<file path="config.mk">
export PLATFORM = sky130hd
export DESIGN_NAME = alu_nonpipe
export DESIGN_NICKNAME = d
export VERILOG_FILES = /design/src/rtl/alu_nonpipe.sv
export SDC_FILE = /design/constraint.sdc
export NUM_CORES = 1
export LEC_CHECK = 0
export CAP_MARGIN = 10
export CORE_MARGIN = 5
export CORE_UTILIZATION = 30
export CTS_CLUSTER_SIZE = 28
export DETAILED_ROUTE_END_ITERATION = 10
export GPL_ROUTABILITY_DRIVEN = 0
export PLACE_DENSITY = 0.6
export SLEW_MARGIN = 20
export SYNTH_ARGS = -nofsm -noshare
export SYNTH_HDL_FRONTEND = slang
export SYNTH_SLANG_ARGS = --single-unit
</file>
<file path="constraint.sdc">
create_clock -name clk -period 5 [get_ports clk]
set_input_delay 1.25 -clock clk [delete_from_list [all_inputs] [get_ports clk]]
set_output_delay 1.25 -clock clk [all_outputs]
set_load 0.02 [all_outputs]
</file>
<file path="src/rtl/alu_nonpipe.sv">
// alu_nonpipe: single-cycle ALU with registered result and flags.
// The result is computed combinationally from A/B/OP and captured on the
// next rising edge, so latency is exactly one clock and there is no stall.
//
// Ports:
//   clk        in   clock, rising edge
//   rst        in   synchronous active-high reset
//   A, B       in   WIDTH-bit operands (unsigned; signed view used for V)
//   OP         in   2'b00 ADD, 2'b01 SUB, 2'b10 AND, 2'b11 OR
//   IN_VALID   in   operands/opcode valid this cycle
//   Y          out  registered result
//   OUT_VALID  out  Y and flags carry a new result this cycle
//   C          out  carry (ADD) / borrow (SUB), 0 for logic ops
//   Z          out  Y == 0
//   N          out  Y[WIDTH-1]
//   V          out  two's-complement overflow, 0 for logic ops
module alu_nonpipe #(
  parameter int WIDTH = 8
) (
  input  logic             clk,
  input  logic             rst,
  input  logic [WIDTH-1:0] A,
  input  logic [WIDTH-1:0] B,
  input  logic [1:0]       OP,
  input  logic             IN_VALID,
  output logic [WIDTH-1:0] Y,
  output logic             OUT_VALID,
  output logic             C,
  output logic             Z,
  output logic             N,
  output logic             V
);

  localparam logic [1:0] OP_ADD = 2'b00;
  localparam logic [1:0] OP_SUB = 2'b01;
  localparam logic [1:0] OP_AND = 2'b10;
  localparam logic [1:0] OP_OR  = 2'b11;

  logic [WIDTH:0]   w_sum;
  logic [WIDTH:0]   w_diff;
  logic [WIDTH-1:0] w_res;
  logic             w_c;
  logic             w_v;
  logic             w_a_msb;
  logic             w_b_msb;
  logic             w_r_msb;

  logic [WIDTH-1:0] r_y;
  logic             r_out_valid;
  logic             r_c;
  logic             r_z;
  logic             r_n;
  logic             r_v;

  assign w_sum   = {1'b0, A} + {1'b0, B};
  // Extended subtraction wraps negative when A < B, so the top bit is the borrow.
  assign w_diff  = {1'b0, A} - {1'b0, B};
  assign w_a_msb = A[WIDTH-1];
  assign w_b_msb = B[WIDTH-1];
  assign w_r_msb = w_res[WIDTH-1];

  always_comb begin
    w_res = '0;
    w_c   = 1'b0;
    w_v   = 1'b0;
    unique case (OP)
      OP_ADD: begin
        w_res = w_sum[WIDTH-1:0];
        w_c   = w_sum[WIDTH];
        w_v   = (w_a_msb == w_b_msb) && (w_res[WIDTH-1] != w_a_msb);
      end
      OP_SUB: begin
        w_res = w_diff[WIDTH-1:0];
        w_c   = w_diff[WIDTH];
        w_v   = (w_a_msb != w_b_msb) && (w_res[WIDTH-1] != w_a_msb);
      end
      OP_AND: w_res = A & B;
      OP_OR:  w_res = A | B;
      default: w_res = '0;
    endcase
  end

  always_ff @(posedge clk) begin
    if (rst) begin
      r_y         <= '0;
      r_c         <= 1'b0;
      r_z         <= 1'b1;
      r_n         <= 1'b0;
      r_v         <= 1'b0;
      r_out_valid <= 1'b0;
    end else begin
      r_out_valid <= IN_VALID;
      if (IN_VALID) begin
        r_y <= w_res;
        r_c <= w_c;
        r_z <= (w_res == '0);
        r_n <= w_r_msb;
        r_v <= w_v;
      end
    end
  end

  assign Y         = r_y;
  assign OUT_VALID = r_out_valid;
  assign C         = r_c;
  assign Z         = r_z;
  assign N         = r_n;
  assign V         = r_v;

endmodule

</file>
* After elaboration in Yosys (flattened, before gate mapping) *
Cells that the tools add are included.

storage, ports and cells
  register bits after elaboration = 13
  latch bits = 0
  RAM bits = 0
  ROM bits = 0
  word-level logic and storage cells = 24
  memories kept = 0

operators by class
  $add $sub $neg = 2
  multiply operators = 0
  divide/modulo/power cells = 0
  magnitude comparators = 0
  equal/unequal tests = 7
  shifts and indexed selects = 0
  muxes and demuxes = 3
  bitwise gates (word level) = 2
  reduce and logical (&&, ||, !) cells = 4

operators with widths
  kind                  number
  $pmux W8 S4           1
  $add A8 B8 Y9         1
  $sub A8 B8 Y9         1
  $and A8 B8 Y8         1
  $logic_not A8 Y1      1
  $or A8 B8 Y8          1
  $eq A2 B2 Y1 const B  2
  $pmux W1 S2           2
  $ne A1 B1 Y1          3
  $eq A2 B1 Y1 const B  1
  $logic_and A1 B1 Y1   2
  $logic_not A2 Y1      1
  $eq A1 B1 Y1          1

* Longest topological paths before layout *
Gate-level depths: netlist (run 1).

  word-level depth = 4
  depth in mapped cells = 9

* Least setup slack after synthesis (run 1) *
OpenSTA, ideal clock, no wires.

  path kind = input to register
  start point = in A[3]
  end point = reg r_z (netlist: Z)
  setup time = 137 ps
  arrival = 2940 ps
  required time = 4863 ps
  path slack = 1923 ps
  stages = 9
  buffers on the path = 1
  path through = inv_1 ha_1 buf_4 a211o_1 a31oi_1 o21ai_1 mux2i_1 a2111oi_1 o41ai_1

on the way
  cells in the longest elaborated chain, start to end = 3

ends and longest elaborated chain
  what                                         RTL line  RTL
  start: declaration                           22        input logic [WIDTH-1:0] A,
  $sub A8 B8 Y9, or another cell as far along  57        assign w_diff = {1'b0, A} - {1'b0, B};
  $pmux W8 S4 *                                66        unique case (OP)
  $logic_not A8 Y1 *                           96        r_z <= (w_res == '0);
  end signal: assignment                       96
  end: declaration                             51        logic r_z;

Every way passes the cells marked *; elsewhere a longest branch is shown, timed or not.
A chain may end at the register's enable or synchronous reset.

* Final worst setup path (run 1) *
Same ends and word-level chain as after synthesis.

==> flow_summary.ini, run 1 <==
[global_route]
grt_pass1_wl_mm = 6.02
grt-ovfl-total = 0
grt_pass1_vias = 1304
grtUsageTotal_pct = 11.2
antenna_found_initial = 0
grt_max_degree = 19

[finish]
num-nets-final = 278
antenna_cells = 0
final_cells = 297
layout-drive-gt1-share_pct = 4.35
syn_to_final_growth_pct = 27.1

[critical_path]
worstPathArrival_ns = 3.76
path_max_fanout = 8
crit_type = in2reg
cp_top_family = compound AO/OA/AOI/OAI gates
ff2ff_path_depth = 3
crit_path_top_delay_cell = a2111oi_1
cp.required_ns = 5.11
crit_path_end_kind = register
crit_chain = clkdlybuf4s50_1, inv_1, ha_1, a211o_1, a31oi_1, o21ai_1, mux2i_1, a2111oi_1, o41ai_1
critPathMaxStageDelay_ns = 0.55
cp_num_cells = 9
cp_num_buf_inv = 2
start_kind = input pin

[clock_tree]
cts_buffers = 3
postCtsSetupBuffers = 0
cts_sinks = 12
cts_hold_buf = 0
cts_resized = 0
root_buffer = clkbuf_8
clock_latency_ns = 0.24
cts_tree = done
cts.reportedPaths.clkPinSlew_ns = 0.05
clock_path_buffers = 2
htreeDepth = 1

[drt]
drt_drc_violations_left = 0
drtIter0Drc = 71
finalWirelength_mm = 3.55
drt-vias-per-instance = 4.94
drtAntennaViolNets = 0
vias = 1467
first_pass_iters = 4
wl_per_cell_um = 11.9

[synthesis]
yosysSeqAreaShare_pct = 15.8
synth_top_cells_by_area = ha_1 (20%), dfxtp_1 (16%), inv_1 (5.9%), a21oi_1 (5.6%), nand2_1 (5.0%)
ys_ff_latch = 12
avgSynthCellArea_sq_um = 7.43
synth_area_sq_mm = 0.00152
yosysWarnings = 0
synth_top_area_share_pct = 19.8
ys_types = 50
yosys-top-cells-count = ha_1 (24), inv_1 (24), nand2_1 (20)
async_flop_share_pct = 0
synth_top_cell_by_area = ha_1
syn_inst = 204
synth_edf_count = 0
synth_ff_type = dfxtp_1
syn-num-nets = 251

[timing]
finalCriticalPeriod_ns = 3.66
worstMarginPinSlew_ns = 0.544
finClkSkew_ns = 0
fmax_mhz = 273
slew_violations = 0
worst_hold_slack_ns = 0.461
post-route-period-util_pct = 73.1
rsz0062_at_grt = no
max_slew_margin_pct = 63.6
finalSetupViolCount = 0
hold_violations = 0
finalSetupTns_ns = 0

[worst_hold_path]
hold-path-cell-count = 2
hp-class = reg2reg

[pwr]
p_sw_share_pct = 34.4
p_leak_nw = 0.853
p_clk_share_pct = 27.7
p_total_uw = 379
seq_power_share_pct = 28.2
pwr-share-comb_pct = 44.1
switchingPower_uw = 131
ir_drop_mv = 0.0846
p_per_area_mw_per_mm2 = 197
p_int_uw = 248

[floorplanning]
fp.dieArea_sq_mm = 0.00658
die_w_um = 81.1
fp.dieH_um = 81.1
io_pins = 34
rows = 25
initial_utilization_pct = 31.5
core_sq_mm = 0.00482

[placement]
dp_cells = 293
hpwlAfterDp_mm = 2.94
numPortBuffers = 33

[job]
cap_violations = 0

[status]
status = finished clean
==> cell type report <==
cell class,instances,area (sq um)
Tap cell,67,83.8
Inverter,26,97.6
Clock buffer,4,55.1
Timing Repair Buffer,34,338
Sequential cell,12,240
Fill cell,524,2890
Multi-Input combinational cell,154,1110
==> cells in the final DEF (no fill, tap or decap), types with 3 or more instances in the layout <==
| cell type | count |
|---|---|
| o211ai_1 | 5 |
| clkdlybuf4s50_1 | 33 |
| o21a_1 | 3 |
| clkbuf_8 | 4 |
| a21oi_1 | 17 |
| ha_1 | 24 |
| inv_1 | 24 |
| xnor2_1 | 4 |
| o21bai_1 | 3 |
| nor2b_1 | 3 |
| a211oi_1 | 3 |
| o221ai_1 | 3 |
| nor2_1 | 18 |
| dfxtp_1 | 12 |
| o21ai_0 | 7 |
| o21ai_1 | 3 |
| a221o_1 | 3 |
| nand2_1 | 20 |
==> kinds of logic after synthesis <==
group                    Yosys count  share of synthesized area, %
adder cells (fa/ha/maj)           26                          22.4
multiplexers                       3                          2.06
flip-flops                        12                          15.8
buffers and inverters             38                          10.8
AND/OR/NAND/NOR                   54                          16.1
XOR/XNOR                           4                          2.31
AO/OA/AOI/OAI                     67                          30.4
==> worst min-delay path, cell delays in order (launching register included) <==
cell,delay [ns]
dfxtp_1,0.30
nand2_1,0.06
a21oi_1,0.05
==> through the flow <==
stage / cell area (sq um) / util (%) / setup WS, ns
global route: 1930 / 40.0 / 1.17
detailed placement: 1870 / 38.9 / 1.11
global placement: 1870 / 38.9 / 1.11
CTS: 1930 / 40.0 / 1.36
floorplan: 1520 / - / 1.92
finish: 1930 / 40.0 / 1.34
==> power by group through the flow <==
stage	sequential, mW	combinational (mW)	clock, mW
after floorplan	0.118	0.104	0
after global placement	0.109	0.166	0
after detailed placement	0.109	0.166	0
after CTS	0.107	0.167	0.108
after global routing	0.108	0.186	0.112
final	0.107	0.167	0.105
==> registers in the layout, summed over array words and instances (netlist names) <==
| register | cells |
|---|---|
| Z | 1 |
| C | 1 |
| V | 1 |
| Y | 8 |
| OUT_VALID | 1 |
==> path summary, 6_finish.rpt <==
path / to / slack (ns) / from
setup / recovery: Z$_SDFFE_PP1P_ / 1.34 / A[3]
hold / removal: Y[1]$_SDFFE_PP0P_ / 0.46 / Y[1]$_SDFFE_PP0P_
setup reg to reg: Y[4]$_SDFFE_PP0P_ / 4.28 / Y[4]$_SDFFE_PP0P_
hold reg to reg: Y[1]$_SDFFE_PP0P_ / 0.46 / Y[1]$_SDFFE_PP0P_
==> routing by layer <==
layer	part of all wire [%]	global-route usage (%)	up-vias	wire, um
met4	0.90	3.38	0	32
met2	44	17.8	43	1560
met1	49	15.6	658	1750
li1	-	-	762	-
met3	5.6	1.33	4	199
met5	0	0	-	0
(Power assumes the default switching activity.)
==> run 2, diff against run 1 <==
==> constraint.sdc (replaced) <==
create_clock -name clk -period 3.7 [get_ports clk]
set_input_delay 0.925 -clock clk [delete_from_list [all_inputs] [get_ports clk]]
set_output_delay 0.925 -clock clk [all_outputs]
set_load 0.02 [all_outputs]
==> run 2 against run 1 <==
Effect of this change:
- count of clock-buffer cells in the layout shrank 1
- via count grew 0.34%
- total power grew 28%
- sequential power grew 36%
- global-route usage grew 0.16 points
- hold slack is essentially flat
- critical endpoint unchanged
- first-iteration DRC count shrank 27%
- cell area shrank 0.32%
- clock power grew 8%
==> flow_summary.ini, run 2 (same netlist as run 1, synthesis figures left out) <==
[status]
status = finished clean

[timing]
finalSetupViolCount = 0
finalSetupTns_ns = 0
worst_hold_slack_ns = 0.461
rsz0062_at_grt = no
post-route-period-util_pct = 90.5
finClkSkew_ns = 0
setup_ws_ns = 0.350
slew_violations = 0
finalCriticalPeriod_ns = 3.35
max_slew_margin_pct = 63.1
hold_violations = 0
fmax_mhz = 298
worstMarginPinSlew_ns = 0.552

[job]
cap_violations = 0

[drt]
wl_per_cell_um = 12.1
drtAntennaViolNets = 0
drt-vias-per-instance = 4.96
drtIter0Drc = 52
vias = 1472
finalWirelength_mm = 3.60
drt_drc_violations_left = 0
first_pass_iters = 5

[critical_path]
cp-endpoint = Z$_SDFFE_PP1P_
crit_type = in2reg
rr_startpoint = Y[4]$_SDFFE_PP0P_
crit_start = A[3]
path_max_fanout = 8
timing.rr.end = Y[4]$_SDFFE_PP0P_
r2r_slack_ns = 2.99
cp.required_ns = 3.80
crit_path_end_kind = register
ff2ff_path_depth = 3
start_kind = input pin
worstPathArrival_ns = 3.45

[pwr]
p_total_uw = 485
p_leak_nw = 0.851
ir_drop_mv = 0.0968
p_per_area_mw_per_mm2 = 252

[floorplanning]
fp.dieArea_sq_mm = 0.00658
fp.dieH_um = 81.1
rows = 25
initial_utilization_pct = 31.5
die_w_um = 81.1
core_sq_mm = 0.00482
io_pins = 34

[finish]
layout-drive-gt1-share_pct = 4.35
utilization_pct = 39.9
syn_to_final_growth_pct = 26.7
nFillCells = 546
seq_area_sq_um = 240
antenna_cells = 0
num-nets-final = 279
largest_reg_flops = 8
multi_input_area_sq_mm = 0.00111
final_common_cell = clkdlybuf4s50_1
final_cell_mix = clkdlybuf4s50_1 (33), inv_1 (24), ha_1 (24)

[clock_tree]
cts_hold_buf = 0
cts.reportedPaths.clkPinSlew_ns = 0.05
root_buffer = clkbuf_8
cts_sinks = 12
cts_tree = done
clock_latency_ns = 0.23
postCtsSetupBuffers = 0
clock_path_buffers = 2
cts_resized = 0
cts_buffers = 3
htreeDepth = 1

[global_route]
grt_pass1_wl_mm = 6.12
grtUsageTotal_pct = 11.3
grt_pass1_vias = 1383
antenna_found_initial = 0
grt_max_degree = 18
grt-ovfl-total = 0

[placement]
numPortBuffers = 33
hpwlAfterDp_mm = 2.99
place_worst_setup_slack_ns = 0.161

[worst_hold_path]
hp-class = reg2reg
[run 2: cell types whose count changed in the layout (fill, tap and decap cells not counted)]
cell / before / now
buf_4: 1 / 2
clkbuf_8: 4 / 3
[run 2: final cells by class]
cell class                 count  share of cell area, %
tap                           67                   4.36
timing repair buffer          35                   18.0
sequential                    12                   12.5
inverter                      26                   5.08
multi-input combinational    154                   57.9
clock buffer                   3                   2.15
[run 2: report_power, final]
part / total (mW) / internal (mW) / switching [mW]
logic: 0.227 / 0.103 / 0.124
clock network: 0.113 / 0.0712 / 0.0418
registers: 0.145 / 0.140 / 0.00483
[run 2: worst min path at each step]
| stage | start | end | slack (ns) | cells after the start |
|---|---|---|---|---|
| 2_1_floorplan | Y[1]$_SDFFE_PP0P_ | Y[1]$_SDFFE_PP0P_ | 0.55 | 2 |
| 3_3_place_gp | Y[2]$_SDFFE_PP0P_ | Y[2]$_SDFFE_PP0P_ | 0.45 | 2 |
| 3_5_place_dp | Y[2]$_SDFFE_PP0P_ | Y[2]$_SDFFE_PP0P_ | 0.46 | 2 |
| 4_1_cts | Y[2]$_SDFFE_PP0P_ | Y[2]$_SDFFE_PP0P_ | 0.46 | 2 |
| 5_1_grt | Y[6]$_SDFFE_PP0P_ | Y[6]$_SDFFE_PP0P_ | 0.48 | 2 |
| 6_report | Y[6]$_SDFFE_PP0P_ | Y[6]$_SDFFE_PP0P_ | 0.46 | 2 |
[run 2: metal layers]
| layer | global-route usage [%] | part of all wire, % | up-vias |
|---|---|---|---|
| met4 | 3.55 | 0.50 | 0 |
| met2 | 18.6 | 45 | 45 |
| li1 | - | - | 765 |
| met3 | 1.33 | 6.1 | 2 |
| met1 | 15.4 | 48 | 660 |
| met5 | 0 | 0 | - |
[run 2: worst max-delay path, stage by stage]
cell and delay, ns:
clkdlybuf4s50_1 0.50, inv_1 0.05, ha_1 0.39, a211o_1 0.33, a31oi_1 0.23, o21ai_1 0.19
mux2i_1 0.15, a2111oi_1 0.52, o41ai_1 0.15
[run 2: through the flow]
step / area [sq um] / std cells
final: 1920 / 297
after global routing: 1920 / 297
after CTS: 1920 / 297
after detailed placement: 1880 / 294
after global placement: 1880 / 294
after floorplan: 1520 / 204
==> run 3, diff against run 2 <==
--- a/config.mk
+++ b/config.mk
@@ -12,6 +12,7 @@
 export DETAILED_ROUTE_END_ITERATION = 10
 export GPL_ROUTABILITY_DRIVEN = 0
 export PLACE_DENSITY = 0.6
+export SETUP_SLACK_MARGIN = 0.05
 export SLEW_MARGIN = 20
 export SYNTH_ARGS = -nofsm -noshare
 export SYNTH_HDL_FRONTEND = slang
==> constraint.sdc (replaced) <==
create_clock -name clk -period 3.7 [get_ports clk]
set_input_delay 1.11 -clock clk [delete_from_list [all_inputs] [get_ports clk]]
set_output_delay 1.11 -clock clk [all_outputs]
set_load 0.02 [all_outputs]
==> run 3 against run 2 <==
Effect of this change:
- via count is 3.8% higher
- global-route usage decreased by 0.54 points
- total power increased by 3.8%
- sequential cell count stayed put
- sequential share of layout area is 0.69 points lower
- die area did not move
- clock power about the same
- largest power group unchanged
- highest routed layer unchanged
==> flow_summary.ini, run 3 (same netlist as run 1, synthesis figures left out) <==
[critical_path]
cp.required_ns = 3.83
crit_path_end_kind = register
path_max_fanout = 6
cp-endpoint = Z$_SDFFE_PP1P_
start_kind = input pin
crit_start = A[4]
ff2ff_path_depth = 2
r2r_slack_ns = 2.99
timing.rr.end = C$_SDFFE_PP0P_
rr_startpoint = C$_SDFFE_PP0P_
worstPathArrival_ns = 3.48
crit_type = in2reg

[timing]
setup_ws_ns = 0.347
finalCriticalPeriod_ns = 3.35
finalSetupTns_ns = 0
worstMarginPinSlew_ns = 0.544
rsz0062_at_grt = no
hold_violations = 0
finalSetupViolCount = 0
fmax_mhz = 298
post-route-period-util_pct = 90.6
slew_violations = 0
finClkSkew_ns = 0
max_slew_margin_pct = 63.6

[placement]
dp_cells = 309
numPortBuffers = 33
hpwlAfterDp_mm = 3.05
place_worst_setup_slack_ns = 0.136

[floorplanning]
core_sq_mm = 0.00482
fp.dieH_um = 81.1
initial_utilization_pct = 31.5
io_pins = 34
fp.dieArea_sq_mm = 0.00658
die_w_um = 81.1
rows = 25

[finish]
antenna_cells = 0
num-nets-final = 294
final_common_cell = clkdlybuf4s50_1
syn_to_final_growth_pct = 34.1
final_cells = 312
largest_reg_flops = 8
final_cell_mix = clkdlybuf4s50_1 (33), inv_1 (24), ha_1 (24)
layout-drive-gt1-share_pct = 10.2

[clock_tree]
cts_buffers = 3
cts_resized = 0
root_buffer = clkbuf_8
postCtsSetupBuffers = 0
cts_hold_buf = 0
cts_tree = done
htreeDepth = 1
cts_sinks = 12
cts.reportedPaths.clkPinSlew_ns = 0.05
clock_path_buffers = 2
clock_latency_ns = 0.23

[drt]
drt-vias-per-instance = 4.90
finalWirelength_mm = 3.57
drtAntennaViolNets = 0
vias = 1528
drtIter0Drc = 83
drt_drc_violations_left = 0
first_pass_iters = 4
wl_per_cell_um = 11.5

[pwr]
p_sw_share_pct = 34.5
pwr-share-comb_pct = 48.9
p_clk_share_pct = 22.4
seq_power_share_pct = 28.7
ir_drop_mv = 0.113
switchingPower_uw = 173
p_leak_nw = 0.923
p_int_uw = 330
p_per_area_mw_per_mm2 = 248

[job]
cap_violations = 0

[global_route]
grt-ovfl-total = 0
grt_max_degree = 16
antenna_found_initial = 0
grt_pass1_vias = 1399
grt_pass1_wl_mm = 5.86
grtUsageTotal_pct = 10.8

[status]
status = finished clean

[worst_hold_path]
hp-class = reg2reg
==> run 3: cell count changes in the layout (fill, tap and decap cells not counted) <==
cell   delta
buf_4    +15
==> run 3: cell type report <==
class | instances | area, sq um
sequential | 12 | 240
clock buffer | 3 | 41.3
fill | 514 | 2780
multi-input combinational | 154 | 1110
timing repair buffer | 50 | 458
tap | 67 | 83.8
inverter | 26 | 97.6
==> run 3: how the worst min path moves through the flow <==
| stage | end | slack (ns) | cells past startpoint | start |
|---|---|---|---|---|
| floorplan | Y[1]$_SDFFE_PP0P_ | 0.55 | 2 | Y[1]$_SDFFE_PP0P_ |
| global placement | Y[6]$_SDFFE_PP0P_ | 0.45 | 2 | Y[6]$_SDFFE_PP0P_ |
| detailed placement | Y[1]$_SDFFE_PP0P_ | 0.46 | 2 | Y[1]$_SDFFE_PP0P_ |
| CTS | Y[1]$_SDFFE_PP0P_ | 0.47 | 2 | Y[1]$_SDFFE_PP0P_ |
| global route | Y[1]$_SDFFE_PP0P_ | 0.48 | 2 | Y[1]$_SDFFE_PP0P_ |
| finish | Y[1]$_SDFFE_PP0P_ | 0.46 | 2 | Y[1]$_SDFFE_PP0P_ |
==> run 3: metrics by stage <==
| stage | power [mW] | hold WS, ns | area [sq um] | util [%] |
|---|---|---|---|---|
| floorplan | 0.299 | 0.545 | 1520 | - |
| global placement | 0.392 | 0.450 | 1990 | 41.4 |
| detailed placement | 0.392 | 0.458 | 1990 | 41.4 |
| CTS | 0.507 | 0.466 | 2030 | 42.2 |
| global route | 0.540 | 0.485 | 2030 | 42.2 |
| finish | 0.503 | 0.461 | 2030 | 42.2 |
==> run 3: critical path: stages <==
cell	delay (ns)
clkdlybuf4s50_1	0.51
inv_1	0.06
ha_1	0.39
buf_4	0.16
nor3b_1	0.05
a2111oi_2	0.46
xnor2_1	0.12
o22ai_1	0.21
a21oi_1	0.07
o41ai_1	0.34
==> run 3: metal layers <==
| layer | up-vias | global-route usage, % | routed length, um |
|---|---|---|---|
| met5 | - | 0 | 0 |
| met4 | 0 | 3.21 | 15 |
| met3 | 2 | 0.776 | 182 |
| met2 | 33 | 18.2 | 1610 |
| met1 | 696 | 14.6 | 1770 |
| li1 | 797 | - | - |
==> run 3: power by group through the flow <==
stage / logic, mW / registers [mW] / clock network [mW]
final: 0.246 / 0.145 / 0.113
after global routing: 0.271 / 0.146 / 0.123
after CTS: 0.246 / 0.145 / 0.116
after detailed placement: 0.245 / 0.147 / 0
after global placement: 0.245 / 0.147 / 0
after floorplan: 0.140 / 0.159 / 0
